### config.mk
export PLATFORM = sky130hd
export DESIGN_NAME = load_store_unit_flat
export DESIGN_NICKNAME = d
export VERILOG_FILES = /design/src/rtl/load_store_unit_pkg.sv /design/src/rtl/load_store_unit_if.sv /design/src/rtl/load_store_unit_align.sv /design/src/rtl/load_store_unit.sv /design/src/flat_wrapper.sv
export SDC_FILE = /design/constraint.sdc
export NUM_CORES = 1
export LEC_CHECK = 0
export ABC_CLOCK_PERIOD_IN_PS = 2720
export CELL_PAD_IN_SITES_DETAIL_PLACEMENT = 2
export CELL_PAD_IN_SITES_GLOBAL_PLACEMENT = 2
export CORE_MARGIN = 8
export CORE_UTILIZATION = 23
export DETAILED_ROUTE_END_ITERATION = 7
export PLACE_DENSITY_LB_ADDON = 0.1
export SKIP_CTS_REPAIR_TIMING = 1
export SLEW_MARGIN = 5
export SYNTH_ARGS = -nofsm -noshare
export SYNTH_HDL_FRONTEND = slang
export SYNTH_SLANG_ARGS = --single-unit
### constraint.sdc
create_clock -name clk -period 2.72 [get_ports clk]
set_input_delay 0.272 -clock clk [delete_from_list [all_inputs] [get_ports clk]]
set_output_delay 0.272 -clock clk [all_outputs]
set_load 0.02 [all_outputs]
### src/rtl/load_store_unit_pkg.sv
// lsu_pkg: funct3 encodings, FSM state type and funct3 legality check for the load/store unit
package lsu_pkg;
  localparam logic [2:0] F3_B  = 3'b000;
  localparam logic [2:0] F3_H  = 3'b001;
  localparam logic [2:0] F3_W  = 3'b010;
  localparam logic [2:0] F3_BU = 3'b100;
  localparam logic [2:0] F3_HU = 3'b101;
  typedef enum logic [1:0] {IDLE, RD, CAP, WR} lsu_state_t;
  function automatic logic f3_illegal(input logic we, input logic [2:0] f3);
    return we ? !(f3 inside {F3_B, F3_H, F3_W}) : (f3 inside {3'b011, 3'b110, 3'b111});
  endfunction
endpackage

### src/rtl/load_store_unit_if.sv
// load_store_unit_if: core request/response and word-memory signals; slave = LSU, master = core plus memory
interface load_store_unit_if #(parameter int ADDR_W = 14, parameter int XLEN = 32);
  logic              req;
  logic              we;
  logic [2:0]        funct3;
  logic [31:0]       addr;
  logic [XLEN-1:0]   wdata;
  logic              busy;
  logic              done;
  logic [XLEN-1:0]   rdata;
  logic              fault;
  logic              mem_read;
  logic              mem_write;
  logic [ADDR_W-1:0] mem_address;
  logic [XLEN-1:0]   mem_write_data;
  logic [XLEN-1:0]   mem_read_data;
  modport slave (
    input  req, we, funct3, addr, wdata, mem_read_data,
    output busy, done, rdata, fault, mem_read, mem_write, mem_address, mem_write_data
  );
  modport master (
    output req, we, funct3, addr, wdata, mem_read_data,
    input  busy, done, rdata, fault, mem_read, mem_write, mem_address, mem_write_data
  );
endinterface

### src/rtl/load_store_unit_align.sv
// lsu_align: lane extraction with sign/zero extension for loads and byte/halfword merge for stores
module lsu_align import lsu_pkg::*; #(
  parameter int XLEN = 32
) (
  input  logic [2:0]      i_funct3,
  input  logic [1:0]      i_addr,
  input  logic [XLEN-1:0] i_mem_word,
  input  logic [XLEN-1:0] i_wdata,
  output logic [XLEN-1:0] o_load,
  output logic [XLEN-1:0] o_merged
);
  logic [7:0]  w_byte;
  logic [15:0] w_half;
  logic        w_sext;
  always_comb begin
    w_byte   = i_mem_word[{i_addr, 3'b000} +: 8];
    w_half   = i_mem_word[{i_addr[1], 4'b0000} +: 16];
    w_sext   = ~i_funct3[2];
    o_load   = i_funct3[1:0] == F3_B[1:0] ? {{(XLEN-8){w_byte[7] & w_sext}}, w_byte} :
               i_funct3[1:0] == F3_H[1:0] ? {{(XLEN-16){w_half[15] & w_sext}}, w_half} : i_mem_word;
    o_merged = i_mem_word;
    if (i_funct3[1:0] == F3_B[1:0]) o_merged[{i_addr, 3'b000} +: 8] = i_wdata[7:0];
    else if (i_funct3[1:0] == F3_H[1:0]) o_merged[{i_addr[1], 4'b0000} +: 16] = i_wdata[15:0];
    else o_merged = i_wdata;
  end
endmodule

### src/rtl/load_store_unit.sv
// load_store_unit: RV32I byte-addressed load/store FSM over a word memory (ports clk, reset, bus slave; LSU_MISALIGN_TRAP_EN makes misaligned H/W accesses fault)
module load_store_unit import lsu_pkg::*; #(
  parameter int ADDR_W = 14,
  parameter int XLEN   = 32
) (
  input logic clk,
  input logic reset,
  load_store_unit_if.slave bus
);
  lsu_state_t        r_state, w_next;
  logic              r_we;
  logic [2:0]        r_f3;
  logic [ADDR_W+1:0] r_addr;
  logic [XLEN-1:0]   r_wword;
  logic [XLEN-1:0]   r_rdata;
  logic              r_done;
  logic              r_fault;
  logic              w_misalign;
  logic              w_fault;
  logic [XLEN-1:0]   w_load;
  logic [XLEN-1:0]   w_merged;
`ifdef LSU_MISALIGN_TRAP_EN
  assign w_misalign = (bus.funct3[1:0] == F3_H[1:0] && bus.addr[0]) ||
                      (bus.funct3 == F3_W && bus.addr[1:0] != 2'b00);
`else
  assign w_misalign = 1'b0;
`endif
  assign w_fault = f3_illegal(bus.we, bus.funct3) | w_misalign;
  lsu_align #(.XLEN(XLEN)) u_align (
    .i_funct3  (r_f3),
    .i_addr    (r_addr[1:0]),
    .i_mem_word(bus.mem_read_data),
    .i_wdata   (r_wword),
    .o_load    (w_load),
    .o_merged  (w_merged)
  );
  always_ff @(posedge clk or posedge reset)
    if (reset) r_state <= IDLE;
    else r_state <= w_next;
  always_comb begin
    w_next = r_state == RD  ? CAP :
             r_state == CAP ? (r_we ? WR : IDLE) :
             r_state == WR  ? IDLE :
             !bus.req || w_fault ? IDLE :
             (bus.we && bus.funct3 == F3_W) ? WR : RD;
  end
  always_ff @(posedge clk or posedge reset) begin
    if (reset) begin
      r_we    <= 1'b0;
      r_f3    <= '0;
      r_addr  <= '0;
      r_wword <= '0;
      r_rdata <= '0;
      r_done  <= 1'b0;
      r_fault <= 1'b0;
    end else begin
      r_done  <= 1'b0;
      r_fault <= 1'b0;
      if (r_state == IDLE && bus.req) begin
        r_we    <= bus.we;
        r_f3    <= bus.funct3;
        r_addr  <= bus.addr[ADDR_W+1:0];
        r_wword <= bus.wdata;
        if (w_fault) begin
          r_done  <= 1'b1;
          r_fault <= 1'b1;
          if (!bus.we) r_rdata <= '0;
        end
      end
      if (r_state == CAP && r_we) r_wword <= w_merged;
      if (r_state == CAP && !r_we) begin
        r_rdata <= w_load;
        r_done  <= 1'b1;
      end
      if (r_state == WR) r_done <= 1'b1;
    end
  end
  always_comb begin
    bus.busy           = r_state != IDLE;
    bus.mem_read       = r_state == RD;
    bus.mem_write      = r_state == WR;
    bus.mem_address    = r_addr[ADDR_W+1:2];
    bus.mem_write_data = r_wword;
    bus.rdata          = r_rdata;
    bus.done           = r_done;
    bus.fault          = r_fault;
  end
endmodule

### src/flat_wrapper.sv
// flat-port wrapper written by rule: the top's interface ports become plain ports
module load_store_unit_flat import lsu_pkg::*;
#(
  parameter int ADDR_W = 14,
  parameter int XLEN   = 32
)
  (clk, reset, bus_req, bus_we, bus_funct3, bus_addr, bus_wdata, bus_mem_read_data, bus_busy, bus_done, bus_rdata, bus_fault, bus_mem_read, bus_mem_write, bus_mem_address, bus_mem_write_data);
  load_store_unit_if #(.ADDR_W(ADDR_W), .XLEN(XLEN)) bus_i ();
  input logic clk;
  input logic reset;
  input wire logic [$bits(bus_i.req)-1:0] bus_req;
  input wire logic [$bits(bus_i.we)-1:0] bus_we;
  input wire logic [$bits(bus_i.funct3)-1:0] bus_funct3;
  input wire logic [$bits(bus_i.addr)-1:0] bus_addr;
  input wire logic [$bits(bus_i.wdata)-1:0] bus_wdata;
  input wire logic [$bits(bus_i.mem_read_data)-1:0] bus_mem_read_data;
  output wire logic [$bits(bus_i.busy)-1:0] bus_busy;
  output wire logic [$bits(bus_i.done)-1:0] bus_done;
  output wire logic [$bits(bus_i.rdata)-1:0] bus_rdata;
  output wire logic [$bits(bus_i.fault)-1:0] bus_fault;
  output wire logic [$bits(bus_i.mem_read)-1:0] bus_mem_read;
  output wire logic [$bits(bus_i.mem_write)-1:0] bus_mem_write;
  output wire logic [$bits(bus_i.mem_address)-1:0] bus_mem_address;
  output wire logic [$bits(bus_i.mem_write_data)-1:0] bus_mem_write_data;
  assign bus_i.req = bus_req;
  assign bus_i.we = bus_we;
  assign bus_i.funct3 = bus_funct3;
  assign bus_i.addr = bus_addr;
  assign bus_i.wdata = bus_wdata;
  assign bus_i.mem_read_data = bus_mem_read_data;
  assign bus_busy = bus_i.busy;
  assign bus_done = bus_i.done;
  assign bus_rdata = bus_i.rdata;
  assign bus_fault = bus_i.fault;
  assign bus_mem_read = bus_i.mem_read;
  assign bus_mem_write = bus_i.mem_write;
  assign bus_mem_address = bus_i.mem_address;
  assign bus_mem_write_data = bus_i.mem_write_data;
  load_store_unit #(.ADDR_W(ADDR_W), .XLEN(XLEN)) u_core (.clk(clk), .reset(reset), .bus(bus_i));
endmodule
## Word-level counts from Yosys, hierarchy flattened

Cells that the tools add are included.

- Add/sub/neg operators: 2
- Eq/ne operators: 11
- Shifts and indexed selects: 6
- Mux-type cells: 23
- Bitwise logic cells: 3
- Reductions and logical operators: 19

Operator list:

| kind | number |
|---|---|
| 32-bit two-way mux | 10 |
| 32-bit bitwise mux | 2 |
| 16-bit by 7-bit variable shift with 32-bit output (first input constant) | 1 |
| 8-bit by 7-bit variable shift with 32-bit output (first input constant) | 1 |
| 16-bit by 7-bit variable part select with 32-bit output | 1 |
| 32-bit by 6-bit variable part select with 16-bit output | 1 |
| 32-bit by 6-bit variable part select with 8-bit output | 1 |
| 8-bit by 7-bit variable part select with 32-bit output | 1 |
| 5-bit negation with 7-bit output | 2 |
| 2-bit two-way mux | 6 |
| 2-bit nonzero test | 4 |
| 3-bit by 2-bit == test with 1-bit output (second input constant) | 2 |
| 3-bit == test (second input constant) | 2 |
| 3-bit nonzero test | 2 |
| 1-bit two-way mux | 5 |
| 2-bit by 1-bit == test with 1-bit output (second input constant) | 2 |
| 2-bit == test (second input constant) | 2 |
| 1-bit logical AND | 4 |
| 2-bit logical NOT | 2 |
| 3-bit by 1-bit == test with 1-bit output (second input constant) | 1 |
| 1-bit logical NOT | 3 |
| 3-bit logical NOT | 1 |
| 3-bit != test (second input constant) | 1 |
| 3-bit AND reduction | 1 |
| 5 further kinds | 6 |

- Bits in registers: 88
- Input bits: 103
- Output and inout port bits: 83
- Word-level logic and storage cells: 72

## Depth between registers and ports, before layout

Gate-level depths: netlist (run 1).

- Depth in word-level cells: 9
- Mapped depth: 9
- Mapped depth without buffers: 6

## Cells and area by module

From an unflattened synthesis (run 1), not the netlist that was laid out.

- Cells, all modules: 593
- Area, all modules: 5778.0 µm²

By module, submodules not included:

| module | times used | cells an instance | area an instance (µm²) | seq. area each (µm²) |
|---|---|---|---|---|
| load_store_unit | 1 | 330 | 3867.5 | 2202.1 |
| lsu_align | 1 | 263 | 1910.6 | 0.0 |

## Worst setup path after synthesis (run 1)

No wires, ideal clock.

- Kind: flip-flop to flip-flop
- Start: reg u_core.r_addr[1]
- End: reg u_core.r_wword[11] (netlist: u_core.bus.mem_write_data[11])
- Setup time: 123 ps
- Data arrival time: 2214 ps
- Required time: 2597 ps
- Slack: 383 ps
- Stages on the path, launching flop included: 10
- Buffers on the path: 3
- Period minus slack after synthesis: 2337 ps
- Cell sequence: dfrtp_1 buf_2 buf_2 inv_1 ha_1 and3b_1 and3_1 clkbuf_1 a221o_1 o221a_2

- Word-level cells in the longest chain between the ends: 6
- Elaborated cells on any way between the ends: 11
- Those cells by class: add/sub (2); shift (4); mux (5)

Ends and longest elaborated chain:

| item | line | RTL |
|---|---|---|
| start, declared | load_store_unit.sv:13 | `logic [ADDR_W+1:0] r_addr;` |
| start signal, assigned | load_store_unit.sv:62 | `r_addr <= bus.addr[ADDR_W+1:0];` |
| 5-bit negation with 7-bit output | load_store_unit_align.sv:23 | `else if (i_funct3[1:0] == F3_H[1:0]) o_merged[{i_addr[1], 4'b0000} +: 16] = i_wdata[15:0];` |
| 16-bit by 7-bit variable part select with 32-bit output / 16-bit by 7-bit variable shift with 32-bit output (equally long branches) | load_store_unit_align.sv:23 |  |
| 32-bit bitwise mux | load_store_unit_align.sv:23 |  |
| 32-bit two-way mux | load_store_unit_align.sv:23 |  |
| 32-bit two-way mux (*) | load_store_unit_align.sv:22 | `if (i_funct3[1:0] == F3_B[1:0]) o_merged[{i_addr, 3'b000} +: 8] = i_wdata[7:0];` |
| 32-bit two-way mux (*) | load_store_unit.sv:70 | `if (r_state == CAP && r_we) r_wword <= w_merged;` |
| end signal, assigned | load_store_unit.sv:63 | `r_wword <= bus.wdata;` |
| end signal, assigned | load_store_unit.sv:70 |  |
| end, declared | load_store_unit.sv:14 | `logic [XLEN-1:0] r_wword;` |

Every way passes the cells marked *; elsewhere a longest branch is shown, timed or not. The select of a mux whose other input is x is not followed.
A chain may end at the register's enable or synchronous reset.

## Worst setup path in the final report (run 1)

- Start: reg u_core.r_state[1]
- End: reg u_core.r_wword[12] (netlist: u_core.bus.mem_write_data[12])

- Word-level cells in the longest chain between the ends: 4
- Elaborated cells on any way between the ends: 8
- Those cells by class: eq/ne (2); mux (1); reduce/logical (5)

Ends and longest elaborated chain:

| item | line | RTL |
|---|---|---|
| start, declared | load_store_unit.sv:10 | `lsu_state_t r_state, w_next;` |
| start signal, assigned | load_store_unit.sv:39 | `else r_state <= w_next;` |
| 2-bit == test / 2-bit logical NOT (equally long branches) | load_store_unit.sv:70, load_store_unit.sv:59 |  |
| 1-bit logical AND, on equally long branches | load_store_unit.sv:70, load_store_unit.sv:59 |  |
| 3-bit != test (no source line) / 2-bit nonzero test (equally long branches) | -- |  |
| 2-bit AND reduction (no source line) | -- |  |

Parallel ways exist; a longest one is shown, timed or not.

==> metrics.txt, run 1 <==
port bufs 169; pwr/cell area approximately 1300 nW/um^2; CP peak stage delay 0.83 ns; Initial Util 23.6%; CP required 2.95 ns; crit path cell chain nor2b_1, a31oi_2, a21oi_1, buf_4, o221a_2; Final Cycle Share 83.2%; ANT nets after route 0; hpwl dp 17.0 mm; area delta synth->final 44.4%; DR iter-0 viols roughly 210; worst skew pair latency 0.35 ns; CTS root buf clkbuf_16; die span in y 163 um; f_max roughly 440 MHz; first-pass GRT wire length 34.0 mm; routability congestion estimate from global placement 0.806; worst hold path type primary input to async pin; GRT Overall Usage about 17%; Fin. Hold Viols 0; clock buffer depth 2; Tmin final around 2.3 ns; via count between 4,000 and 5,000; area leader, netlist dfrtp_1; cells on worst reg2reg path 5; final setup fails 0; Leakage about 0.003 uW; First-pass DRT Iterations 4; unique cell type count in the Yosys netlist 51; Worst-path clk slew 0.07 ns; post-synthesis sequential area ratio 44.3%; drc violations 0; Bufs and invs on worst path 1; core area 21,100 um^2; crit end category flop; largest net degree at the start of global routing 48; Post-Syn Area per Cell just over 9 um^2; Slew Limit Fails 0; Placed Area between 6000 and 7000 um^2; nets@finish 792; delay-heaviest family, CP compound AO/OA/AOI/OAI gates; Syn Inst Count 540; startpoint class of the critical path flop; instance count on the critical path 5; GRT overflow 0; vias per inst 5.02; Syn Nets 648; peak supply drop 0.000437 V; setup TNS 0 ns; crit path DAT 2.50 ns; share of cells above drive strength 1 7.69%; worst-path maximum fanout 18; Synth Cell Area between 4000 and 5000 um^2; Slew HR 33.4%; fraction of registers with async set or reset after synthesis 100%; kind of critical path flop to flop; number of global-route vias before repair about 5,500; top cells by area, synth dfrtp_1 (44%), nand2_1 (8.9%), mux2i_1 (6.4%); ys flop type dfrtp_1; top cell type's share of synthesized area 44.3%; number of synthesized flops with an enable pin 0; Routed WL 22.1 mm; CP max stage cell a31oi_2; cts bufs inserted 9; design area 7180 um^2; H-tree depth 3; worst slew pin tran 0.996 ns; MaxCap Viol Count 0; #FFs+latches synth 88; clock sinks 88; TritonCTS clock tree yes; initial antenna violation count 1; chip width 163 um; RSZ-0062 raised after global routing no; outcome complete, no violations; die area 26,600 um^2; Clock Skews 0.00742 ns; DR WL/cell 22.9 um; Synthesis Warnings 0; Core Rows between 50 and 60; io pins 186
## registers in the layout, summed over array words and instances, names as in the netlist
register / cells
u_core.r_we: 1
u_core.r_state: 2
u_core.bus.fault: 1
u_core.bus.rdata: 32
u_core.r_addr: 16
u_core.bus.done: 1
u_core.bus.mem_write_data: 32
u_core.r_f3: 3
## cell type report
type	count	area, um^2
Antenna cell	1	2.50
Clock buffer	11	233
Clock inverter	5	81.3
Fill cell	2348	13900
Inverter	8	31.3
Multi-Input combinational cell	388	2430
Sequential cell	88	2200
Tap cell	275	344
Timing Repair Buffer	189	1850
## power breakdown
part	total [uW]	leakage (uW)	internal, uW	switching, uW
logic	5280	0.00180	2260	3010
registers	2510	0.00106	1960	555
clock network	1380	0.000150	808	571
## placed cells by master (no fill, tap or decap), types with 17 or more instances in the layout
cell             netlist  layout
a211o_1               17      17
a21oi_1               35      35
a221oi_1              17      17
buf_4                 16      19
clkdlybuf4s50_1        0     169
dfrtp_1               88      87
mux2i_1               32      32
nand2_1              118     118
nor2_1                35      35
o21ai_0               20      20
## Yosys cell counts, drive strengths merged, types with 2 or more instances
library cell and instances:
a211o 17, a21oi 36, a221o 7, a221oi 17
a22o 8, a31oi 9, a32o 8, and3 8
and3b 3, buf 39, clkbuf 17, dfrtp 88
ha 5, inv 8, mux2 8, mux2i 32
nand2 118, nand3 12, nand3b 2, nor2 35
nor2b 2, nor3 2, nor3b 2, nor4bb 2
o21ai 30, o221a 7, or2 2, or3b 2
## through the flow
stage | setup slack [ns] | cells | total power (uW) | util (%) | hold slack [ns]
finish | 0.456 | 965 | 9170 | 34.0 | 0.294
global placement | 0.346 | 948 | 7710 | 32.5 | 0.458
global route | 0.306 | 965 | 9830 | 34.0 | 0.345
CTS | 0.430 | 964 | 9330 | 34.0 | 0.309
floorplan | 0.169 | 540 | 5670 | - | 0.377
detailed placement | 0.284 | 948 | 7910 | 32.5 | 0.473
## metal layers
layer | global-route usage [%] | share of wire, % | vias to the layer above
met5 | 0 | 0 | -
met4 | 5.55 | 1.8 | 0
met3 | 3.41 | 4.9 | 21
met2 | 29.1 | 50 | 127
met1 | 20.2 | 43 | 2495
li1 | - | - | 2205
## worst register-to-register path, delay by kind of cell, from the launching register on
family / cells / cell delay (ns)
flops: 1 / 0.51
compound gates: 3 / 1.18
buf+inv: 1 / 0.23
simple gates: 1 / 0.23
## final timing paths
path	start	end	slack (ns)
max in group asynchronous	reset	u_core.r_addr[15]	1.78
max reg2reg	u_core.r_state[1]	u_core.bus.mem_write_data[12]	0.46
min in group clk	bus_addr[14]	u_core.r_addr[14]	0.45
min reg2reg	u_core.r_addr[8]	u_core.r_addr[8]	0.48
min	reset	u_core.bus.rdata[22]	0.29
max	u_core.r_state[1]	u_core.bus.mem_write_data[12]	0.46
## cells by family (layout without fill, tap and decap cells)
family                   Yosys count  count (layout)  share of synthesized area (%)
AO/OA/AOI/OAI                    150             150                           22.0
adder cells (fa/ha/maj)            5               5                           1.26
buffers and inverters             64             213                           6.82
flip-flops                        88              88                           44.3
multiplexers                      40              40                           8.26
other                              0               1                              0
AND/OR/NAND/NOR                  193             193                           17.3
Note: power is estimated with default switching activity, not from simulation.
==> inputs of run 2 (changes only) <==
Settings changed: ABC_CLOCK_PERIOD_IN_PS 2720 to 2300, CORE_UTILIZATION 23 to 26.
Clock period 2.72 ns to 2.3 ns, I/O delays scaled along.
==> metrics.txt, run 2 (same netlist as run 1, synthesis figures left out) <==
Core Rows 50; Leakage 0.00304 uW; initial antenna violation count 0; most common cell after layout, fill and taps aside clkdlybuf4s50_1; Routed WL 20.7 mm; peak supply drop 0.000471 V; startpoint class of the critical path flop; crit end category flop; worst hold path type primary input to async pin; cts bufs inserted 9; DR WL/cell 22.3 um; TritonCTS clock tree yes; outcome complete, no violations; H-tree depth 3; Fin. Hold Viols 0; Worst-path clk slew 0.07 ns; die span in y between 150 and 200 um; Slew Limit Fails 0; pwr/cell area about 1500 nW/um^2; hpwl dp 15.8 mm; area delta synth->final 44.8%; CP required 2.53 ns; f_max 480 MHz; Antenna Cells 0; die area approximately 24,000 um^2; largest net degree at the start of global routing 89; routability congestion estimate from global placement 0.789; via count 4,837; core area 18,700 um^2; Tmin final 2.08 ns; CTS root buf clkbuf_16; most frequent cells in the layout clkdlybuf4s50_1 (169), nand2_1 (118), dfrtp_1 (87), a21oi_1 (35), nor2_1 (35); nets@finish 799; vias per inst 5.21; MaxCap Viol Count 0; First-pass DRT Iterations 4; Final Cycle Share 90.5%; GRT Overall Usage 17.2%; Worst setup startpoint u_core.r_state[1]; port bufs around 170; worst-path maximum fanout 8; GRT overflow 0; Clock Skews 0.00648 ns; design area 7200 um^2; first-pass GRT wire length 31.7 mm; clock sinks 88; kind of critical path flop to flop; ANT nets after route 0; drc violations 0; chip width 154 um; number of global-route vias before repair 5,422; Placed Area 6880 um^2; R2R setup slack around 0.22 ns; cells on worst reg2reg path 6; final setup fails 0; Slew HR around three fifths; Core Util, Final 38.5%; clock buffer depth 2; crit path to u_core.bus.mem_write_data[3]; Reg-to-Reg Start u_core.r_state[1]; RSZ-0062 raised after global routing no; worst slew pin tran 0.598 ns; r2r endpoint u_core.bus.mem_write_data[3]; crit path DAT 2.31 ns; share of cells above drive strength 1 between 8 and 9%; DR iter-0 viols 169; worst skew pair latency between 0.3 and 0.4 ns; Initial Util 26.6%; io pins 186
run 2: cell count changes in the layout (fill, tap and decap cells not counted):
cell,before,now
buf_4,19,25
a31oi_4,0,1
clkinv_4,1,0
diode_2,1,0
buf_12,1,2
a31oi_2,1,0
clkinvlp_4,1,4
clkbuf_1,2,1
clkinv_2,2,0
run 2: cell type report:
type                            instances  area (um^2)
Fill cell                            2030        11500
Multi-Input combinational cell        388         2440
Sequential cell                        88         2200
Timing Repair Buffer                  196         1920
Tap cell                              234          293
Clock buffer                           10          229
Clock inverter                          5         82.6
Inverter                                8         33.8
run 2: through the flow:
stage	hold slack (ns)	total power, uW	setup TNS [ns]	instances	worst slack [ns]
after global placement	0.458	9170	0	914	0.0155
after floorplan	0.335	6710	0	540	0.0379
final	0.368	10900	0	929	0.218
after detailed placement	0.462	9390	-0.0634	914	-0.0139
after CTS	0.398	11100	0	929	0.0972
after global routing	0.408	11600	0	929	0.0971
run 2: critical path, stage by stage, from the launching register on:
cell and delay, ns:
dfrtp_1 0.42, buf_4 0.18, nor3b_4 0.27, buf_4 0.18, a31o_1 0.16, o21a_1 0.38, mux2_2 0.38
run 2: worst min path at each step:
| stage | slack [ns] | cells past startpoint | endpoint |
|---|---|---|---|
| CTS | 0.40 | 3 | u_core.bus.rdata[20] |
| detailed placement | 0.46 | 2 | u_core.r_addr[2] |
| finish | 0.37 | 3 | u_core.bus.rdata[21] |
| global route | 0.41 | 3 | u_core.r_addr[7] |
| floorplan | 0.34 | 2 | u_core.r_addr[10] |
| global placement | 0.46 | 2 | u_core.r_addr[14] |
run 2: per-layer routing:
metal / GRT usage (%) / up-vias / routed length (um)
met5: 0 / - / 0
met4: 6.91 / 0 / 540
met3: 4.04 / 32 / 1080
met2: 28.7 / 143 / 9980
met1: 21.0 / 2430 / 9070
li1: - / 2232 / -
run 2: report_power, final:
group	switching, uW	internal (uW)	total [uW]
clock	650	947	1600
sequential	652	2320	2970
combinational	3550	2790	6340
total	4850	6060	10900
==> inputs of run 3 (changes only) <==
Settings changed: CORE_MARGIN 8 to unset.
==> metrics.txt, run 3 (same netlist as run 1, synthesis figures left out) <==
worst skew pair latency roughly 0.35 ns; DR WL/cell 21.3 um; routability congestion estimate from global placement ~0.77; Antenna Cells 0; Worst setup startpoint u_core.r_state[1]; pwr/cell area 1500 nW/um^2; via count 4,824; Slew HR 55.7%; first-pass GRT wire length 30.6 mm; crit end category flop; Leakage a little over 0.003 uW; most frequent cells in the layout clkdlybuf4s50_1 (169), nand2_1 (118), dfrtp_1 (87), a21oi_1 (35), nor2_1 (35); final setup fails 0; Slew Limit Fails 0; final hold slack about 0.37 ns; GRT Overall Usage 20.5%; peak supply drop 0.000505 V; initial antenna violation count 0; Worst-path clk slew 0.07 ns; CP peak stage delay 0.40 ns; chip width between 100 and 150 um; Clock Skews 0.0111 ns; Core Rows 50; most used cell, CP buf_4; H-tree depth 3; crit path cell chain buf_4, nor3b_4, buf_4, a31o_1, o21a_1, mux2_2; Routed WL just under 20 mm; core area about 19,000 um^2; kind of critical path flop to flop; Fin. Hold Viols 0; die span in y 140 um; io pins 186; number of global-route vias before repair 5,296; DR iter-0 viols 251; port bufs 169; startpoint class of the critical path flop; TritonCTS clock tree yes; share of cells above drive strength 1 8.36%; CP max stage cell dfrtp_1; worst-path maximum fanout 8; GRT overflow 0; Tmin final roughly 2.1 ns; die area 19,700 um^2; area delta synth->final 44.2%; delay-heaviest family, CP compound AO/OA/AOI/OAI gates; RSZ-0062 raised after global routing no; most common cell after layout, fill and taps aside clkdlybuf4s50_1; hpwl dp approximately 15 mm; setup TNS 0 ns; Tot Pwr between 10,000 and 15,000 uW; Final Cycle Share 91.6%; Initial Util 26.6%; First-pass DRT Iterations 4; outcome complete, no violations; CP required between 2 and 3 ns; Reg-to-Reg Start u_core.r_state[1]; f_max around 470 MHz; CTS root buf clkbuf_16; MaxCap Viol Count 0; drc violations 0; worst slew pin tran 0.664 ns; ANT nets after route 0; Bufs and invs on worst path 2; crit path DAT between 2 and 2.5 ns; clock sinks 88; cts bufs inserted 9; nets@finish ~800; vias per inst 5.20; largest net degree at the start of global routing 89; clock buffer depth 2; Core Util, Final 38.3%; worst hold path type primary input to async pin
run 3: tightest hold or removal path, cell delays in order:
cell and delay, ns:
clkdlybuf4s50_1 0.44, clkinvlp_4 0.09, buf_12 0.38
run 3: area by class of cell:
type | count | area [um^2]
timing repair buffer | 195 | 1910
clock inverter | 3 | 42.5
inverter | 8 | 33.8
sequential | 88 | 2200
tap | 234 | 293
clock buffer | 12 | 246
fill | 2031 | 11500
multi-input combinational | 388 | 2440
run 3: through the flow:
| step | worst slack, ns | area (um^2) | cells |
|---|---|---|---|
| global placement | 0.0233 | 6870 | 913 |
| global route | 0.0811 | 7170 | 928 |
| detailed placement | -0.0112 | 6870 | 913 |
| finish | 0.192 | 7170 | 928 |
| floorplan | 0.0379 | 4980 | 540 |
| CTS | 0.109 | 7160 | 928 |
run 3: final timing paths:
check | endpoint | slack, ns | cells past startpoint
worst min register to register | u_core.r_addr[12] | 0.48 | 2
worst max-delay path | u_core.bus.mem_write_data[3] | 0.19 | 6
worst min-delay path | u_core.bus.rdata[18] | 0.37 | 3
max in group asynchronous | u_core.r_addr[1] | 1.52 | 3
min in group clk | u_core.r_addr[12] | 0.41 | 3
worst max register to register | u_core.bus.mem_write_data[3] | 0.19 | 6
run 3: layer usage:
| layer | share of wire, % | track usage (%) |
|---|---|---|
| met1 | 42 | 25.3 |
| met2 | 50 | 35.1 |
| met3 | 5.3 | 3.73 |
| met4 | 2.7 | 8.50 |
| met5 | 0 | 0 |
run 3: where the power goes:
group | internal, uW | switching (uW)
Combinational | 2780 | 3530
Sequential | 2320 | 660
Clock | 866 | 624
Total | 5970 | 4810
==> variant 1, RTL diff (settings of run 2) <==
`ADDR_W` is set to 14 in 3 places; all go to 15.
--- a/src/rtl/load_store_unit_if.sv
+++ b/src/rtl/load_store_unit_if.sv
@@ -1,5 +1,5 @@
 // load_store_unit_if: core request/response and word-memory signals; slave = LSU, master = core plus memory
-interface load_store_unit_if #(parameter int ADDR_W = 14, parameter int XLEN = 32);
+interface load_store_unit_if #(parameter int ADDR_W = 15, parameter int XLEN = 32);
   logic              req;
   logic              we;
   logic [2:0]        funct3;
--- a/src/rtl/load_store_unit.sv
+++ b/src/rtl/load_store_unit.sv
@@ -1,6 +1,6 @@
 // load_store_unit: RV32I byte-addressed load/store FSM over a word memory (ports clk, reset, bus slave; LSU_MISALIGN_TRAP_EN makes misaligned H/W accesses fault)
 module load_store_unit import lsu_pkg::*; #(
-  parameter int ADDR_W = 14,
+  parameter int ADDR_W = 15,
   parameter int XLEN   = 32
 ) (
   input logic clk,
--- a/src/flat_wrapper.sv
+++ b/src/flat_wrapper.sv
@@ -1,7 +1,7 @@
 // flat-port wrapper written by rule: the top's interface ports become plain ports
 module load_store_unit_flat import lsu_pkg::*;
 #(
-  parameter int ADDR_W = 14,
+  parameter int ADDR_W = 15,
   parameter int XLEN   = 32
 )
   (clk, reset, bus_req, bus_we, bus_funct3, bus_addr, bus_wdata, bus_mem_read_data, bus_busy, bus_done, bus_rdata, bus_fault, bus_mem_read, bus_mem_write, bus_mem_address, bus_mem_write_data);
Interface: changed (resized bus_mem_address); port bits go from 186 to 187. No check against the original RTL was run, so the function may have changed too.
==> variant 1 against run 2 <==
Area after synthesis rose by 3.9%; sequential cell count grew 1; design area grew 4.2%; sequential share of layout area shrank 0.90 points; routed wire length rose by 7.7%; setup slack got worse by 0.077 ns; combinational power up 7.7%; sequential power increased by 1%; power increased by 5.7%; count of clock-buffer cells in the layout is 1 lower; critical path type unchanged; largest cell class unchanged; highest routed layer unchanged.
==> variant 1: results (changes against run 2) <==
\begin{tabular}{lr}
\hline
Metric & Value \\
\hline
\multicolumn{2}{l}{\textbf{Routing}} \\
\quad Total routed wirelength & 22300 um (+7.7\%) \\
\quad Met3 wire len & 1180 um (+8.9\%) \\
\quad Wire length on met2 & 11400 um (+14\%) \\
\quad Starting DRC count in detailed routing & 211 (+25\%) \\
\quad Wire length on met1 & 9350 um (+3.1\%) \\
\multicolumn{2}{l}{\textbf{Setup path}} \\
\quad Largest incremental delay on the critical path & 0.45 ns (+0.03 ns) \\
\quad RR Endpoint & u\_core.bus.mem\_write\_data[31] \\
\quad Length in cells of the worst reg-to-reg path & 7 (+1) \\
\quad First element of the critical path & u\_core.r\_addr[1] \\
\quad Setup slack, reg-to-reg & 0.14 ns (-0.08 ns) \\
\multicolumn{2}{l}{\textbf{Final layout}} \\
\quad Layout net count & 819 (+2.5\%) \\
\quad Layout cell share with drive strength beyond 1 & 9.78\% (+1.1 points) \\
\quad Non-filler cells in the finished layout & 981 (+5.6\%) \\
\multicolumn{2}{l}{\textbf{Synthesis}} \\
\quad Top area cells in the synthesized netlist & dfrtp\_1 43\%, nand2\_1 7.9\%, mux2i\_1 6.2\% \\
\quad Share of synthesized area occupied by flip-flops and latches & 43.1\% (-1.2 points) \\
\quad Cells after synthesis & 556 (+3.0\%) \\
\quad Cell variety after synth & 50 (-2.0\%) \\
\quad Cell types with the highest counts after synthesis & 109 x nand2\_1, 89 x dfrtp\_1, 37 x a21oi\_1 \\
\multicolumn{2}{l}{\textbf{Status}} \\
\quad Result of the run & completed \\
\multicolumn{2}{l}{\textbf{GRT}} \\
\quad Pin count of the biggest net entering global routing & 39 (-56\%) \\
\quad GRT Overall Usage & 18.1\% (+0.92 points) \\
\quad First-pass GRT wire length & 34000 um (+7.4\%) \\
\multicolumn{2}{l}{\textbf{Power}} \\
\quad Worst voltage drop across the vdd grid & 552 uV (+17\%) \\
\quad Leak Pwr & 3.16 nW (+4.2\%) \\
\multicolumn{2}{l}{\textbf{Place}} \\
\quad Gpl congestion & 0.818 (+3.8\%) \\
\quad Post-Place Cells & 965 (+5.6\%) \\
\quad Setup Slack @ Placement & 0.0661 ns (+0.0800 ns) \\
\multicolumn{2}{l}{\textbf{STA}} \\
\quad Setup clock skew after layout & 0.0101 ns (+0.00360 ns) \\
\multicolumn{2}{l}{\textbf{Clock network}} \\
\quad Clock latency at the later pin of the worst-skew pair & 0.36 ns (+0.02 ns) \\
\hline
\end{tabular}
==> variant 1: changes by cell type after synthesis, moves of 7 or more <==
cell / before / now
a211oi_1: 0 / 9
a22o_1: 8 / 23
a31oi_1: 8 / 23
a32o_1: 8 / 0
and3_1: 8 / 0
mux2_1: 7 / 0
mux2_4: 0 / 8
nand2_1: 118 / 109
nand3_1: 12 / 1
nor2_1: 35 / 18
nor2b_1: 2 / 15
o21ai_0: 20 / 12
o221a_2: 7 / 0
o22ai_1: 1 / 16
==> variant 1: worst min-delay path by stage <==
stage	start	endpoint	slack, ns	cells after the start
floorplan	bus_addr[10]	u_core.r_addr[10]	0.34	2
global route	reset	u_core.bus.rdata[12]	0.37	2
global placement	u_core.r_addr[15]	u_core.r_addr[15]	0.46	2
finish	reset	u_core.bus.rdata[12]	0.32	2
CTS	reset	u_core.bus.rdata[14]	0.34	2
detailed placement	u_core.r_addr[5]	u_core.r_addr[5]	0.46	2
==> variant 1: cell families (layout without fill, tap and decap cells) <==
| kind of cell | after synthesis | after routing | share of synthesized area (%) |
|---|---|---|---|
| adder cells (fa/ha/maj) | 5 | 5 | 1.21 |
| buffers and inverters | 70 | 230 | 7.15 |
| flip-flops | 89 | 89 | 43.1 |
| AO/OA/AOI/OAI | 186 | 186 | 25.2 |
| multiplexers | 40 | 40 | 8.53 |
| AND/OR/NAND/NOR | 166 | 166 | 14.8 |
==> variant 1: through the flow <==
step | power [mW] | hold WS, ns | instance area (um^2)
global placement | 9.65 | 0.460 | 7170
detailed placement | 9.92 | 0.464 | 7170
finish | 11.5 | 0.321 | 7500
floorplan | 7.10 | 0.335 | 5170
global route | 12.3 | 0.367 | 7500
CTS | 11.7 | 0.336 | 7490
==> variant 1: area by class of cell <==
type	instances	area, um^2	area share, %
flip-flops and latches	89	2230	29.7
well taps	265	332	4.42
clock buffers	9	225	3.00
clock inverters	7	100	1.33
multi-input cells	397	2580	34.4
inverters	10	41.3	0.551
repair buffers	204	2000	26.6
==> variant 1: report_power, final <==
part	switching [mW]	internal (mW)	total, mW
registers	0.680	2.33	3.01
clock network	0.721	0.968	1.69
logic	3.77	3.06	6.83
total	5.17	6.36	11.5
==> variant 1: per-layer routing <==
metal	global-route usage [%]	up-vias
met4	4.67	0
li1	-	2320
met3	4.47	22
met5	0	-
met1	21.5	2610
met2	32.0	121
==> variant 2, RTL diff (config.mk and constraints of run 2) <==
Made on the original files. Re-encode `lsu_state_t` (4 states) as one-hot, 4 bits wide.
--- a/src/rtl/load_store_unit_pkg.sv
+++ b/src/rtl/load_store_unit_pkg.sv
@@ -5,7 +5,7 @@
   localparam logic [2:0] F3_W  = 3'b010;
   localparam logic [2:0] F3_BU = 3'b100;
   localparam logic [2:0] F3_HU = 3'b101;
-  typedef enum logic [1:0] {IDLE, RD, CAP, WR} lsu_state_t;
+  typedef enum logic [3:0] {IDLE = 4'b0001, RD = 4'b0010, CAP = 4'b0100, WR = 4'b1000} lsu_state_t;
   function automatic logic f3_illegal(input logic we, input logic [2:0] f3);
     return we ? !(f3 inside {F3_B, F3_H, F3_W}) : (f3 inside {3'b011, 3'b110, 3'b111});
   endfunction
Check against the original RTL: no difference found for any inputs over 10 cycles, from zero or initial values and one cycle with reset high; not proved beyond that.
==> variant 2 against run 2 <==
Sequential share of layout area increased by 0.066 points; area after synthesis increased by 0.53%; first-iteration DRC count increased by 12%; global-route usage increased by 1.3 points; maximum frequency decreased by 7.3%; routed wire length increased by 5.2%; count of clock-buffer cells in the layout unchanged; die area increased by 0.47%; via count increased by 0.39%; sequential cell count increased by 2; setup slack got worse by 0.16 ns; design area increased by 2.1%.
Power is not compared: it rests on default switching activity, and its combinational part moved more than twofold at a synthesized area within 25%.
==> variant 2: results (changes against run 2) <==
\begin{tabular}{lr}
\hline
Metric & Value \\
\hline
\multicolumn{2}{l}{\textbf{GRT}} \\
\quad Pin count of the biggest net entering global routing & 91 (+2.2\%) \\
\quad First-pass GRT wire length & 34000 um (+7.4\%) \\
\quad Vias in the first global route & 5481 (+1.1\%) \\
\quad Number of antenna violations at the first check in global routing & 2 (+2) \\
\quad GRT Overall Usage & 18.5\% (+1.3 points) \\
\multicolumn{2}{l}{\textbf{Synthesis}} \\
\quad Share of the synthesized netlist area taken by xor and xnor gates & 0.175\% (+0.18 points) \\
\quad Top area cells in the synthesized netlist & dfrtp\_1 45\%, nand2\_1 7.7\%, a221o\_1 3.4\% \\
\quad Share of synthesized area occupied by flip-flops and latches & 45.1\% (+0.79 points) \\
\quad Cell variety after synth & 54 (+5.9\%) \\
\quad Multiplexer share of the synthesized area & 6.04\% (-2.2 points) \\
\quad Mapped Nets & 632 (-2.5\%) \\
\quad Post-synthesis adder-cell area fraction & 1.25\% (-0.0066 points) \\
\quad Post-synthesis compound-gate area fraction & 24.2\% (+2.2 points) \\
\quad Cell types with the highest counts after synthesis & 103 x nand2\_1, 89 x dfrtp\_1, 34 x o21ai\_0 \\
\multicolumn{2}{l}{\textbf{Setup path}} \\
\quad Top fanout value on the critical path & 6 (-2) \\
\quad RR Endpoint & u\_core.bus.mem\_write\_data[4] \\
\quad Data arrival time of the critical path & 2.02 ns (-0.29 ns) \\
\quad Setup slack, reg-to-reg & 0.16 ns (-0.06 ns) \\
\quad Length in cells of the worst reg-to-reg path & 4 (-2) \\
\multicolumn{2}{l}{\textbf{Final layout}} \\
\quad Layout filler cell count & 2015 (-0.74\%) \\
\quad Layout net count & 795 (-0.50\%) \\
\quad Layout cell share with drive strength beyond 1 & 10.3\% (+1.6 points) \\
\multicolumn{2}{l}{\textbf{Routing}} \\
\quad Average detailed-routed wire length per instance & 23.5 um (+5.7\%) \\
\quad Total via count in the routed design & 4856 (+0.39\%) \\
\multicolumn{2}{l}{\textbf{Place}} \\
\quad HPWL after DPL & 16500 um (+4.7\%) \\
\quad Gpl congestion & 0.797 (+1.1\%) \\
\multicolumn{2}{l}{\textbf{Status}} \\
\quad Result of the run & completed \\
\multicolumn{2}{l}{\textbf{STA}} \\
\quad Setup clock skew after layout & 0.00652 ns (+0.0000375 ns) \\
\quad Max\_slew headroom & 54.2\% (-5.9 points) \\
\quad Post-route worst hold slack & 0.351 ns (-0.0173 ns) \\
\hline
\end{tabular}
-- variant 2: cells by family after synthesis --
kind of cell | Yosys count
adder cells (fa/ha/maj) | 5
AO/OA/AOI/OAI | 168
AND/OR/NAND/NOR | 166
XOR/XNOR | 1
multiplexers | 20
flip-flops | 90
buffers and inverters | 74
-- variant 2: layout make-up --
class                   count  area share [%]
multi-input cells         360            32.7
clock inverters             5            1.41
well taps                 234            3.99
inverters                  23            1.23
repair buffers            203            26.9
clock buffers              10            3.12
flip-flops and latches     90            30.7
-- variant 2: worst max-delay path by stage --
stage                                         endpoint  cells past startpoint
after floorplan           u_core.bus.mem_write_data[0]                      9
after global placement            u_core.bus.rdata[29]                      5
after detailed placement          u_core.bus.rdata[20]                      5
after CTS                                bus_mem_write                      2
after global routing                          bus_busy                      3
final                                    bus_mem_write                      2
-- variant 2: metal layers --
layer,global-route usage (%),part of all wire [%],up-vias
met5,0,0.12,-
met4,5.41,2.0,4
met3,4.49,5.4,30
met2,30.7,48,144
met1,23.3,45,2444
li1,-,-,2234
-- variant 2: metrics by stage --
stage,power (mW),instances
after CTS,6.53,924
after global placement,4.68,909
after floorplan,3.56,524
after detailed placement,4.75,909
after global routing,6.79,925
final,6.42,925
-- variant 2: worst max-delay path: stages (launching register included) --
cell and delay [ns]:
dfrtp_1 0.47, nor4b_1 0.49, clkdlybuf4s50_1 0.70
-- variant 2: power by group --
part	internal (mW)	switching [mW]
clock	1.06	0.667
combinational	1.15	1.40
sequential	1.90	0.250
total	4.11	2.31
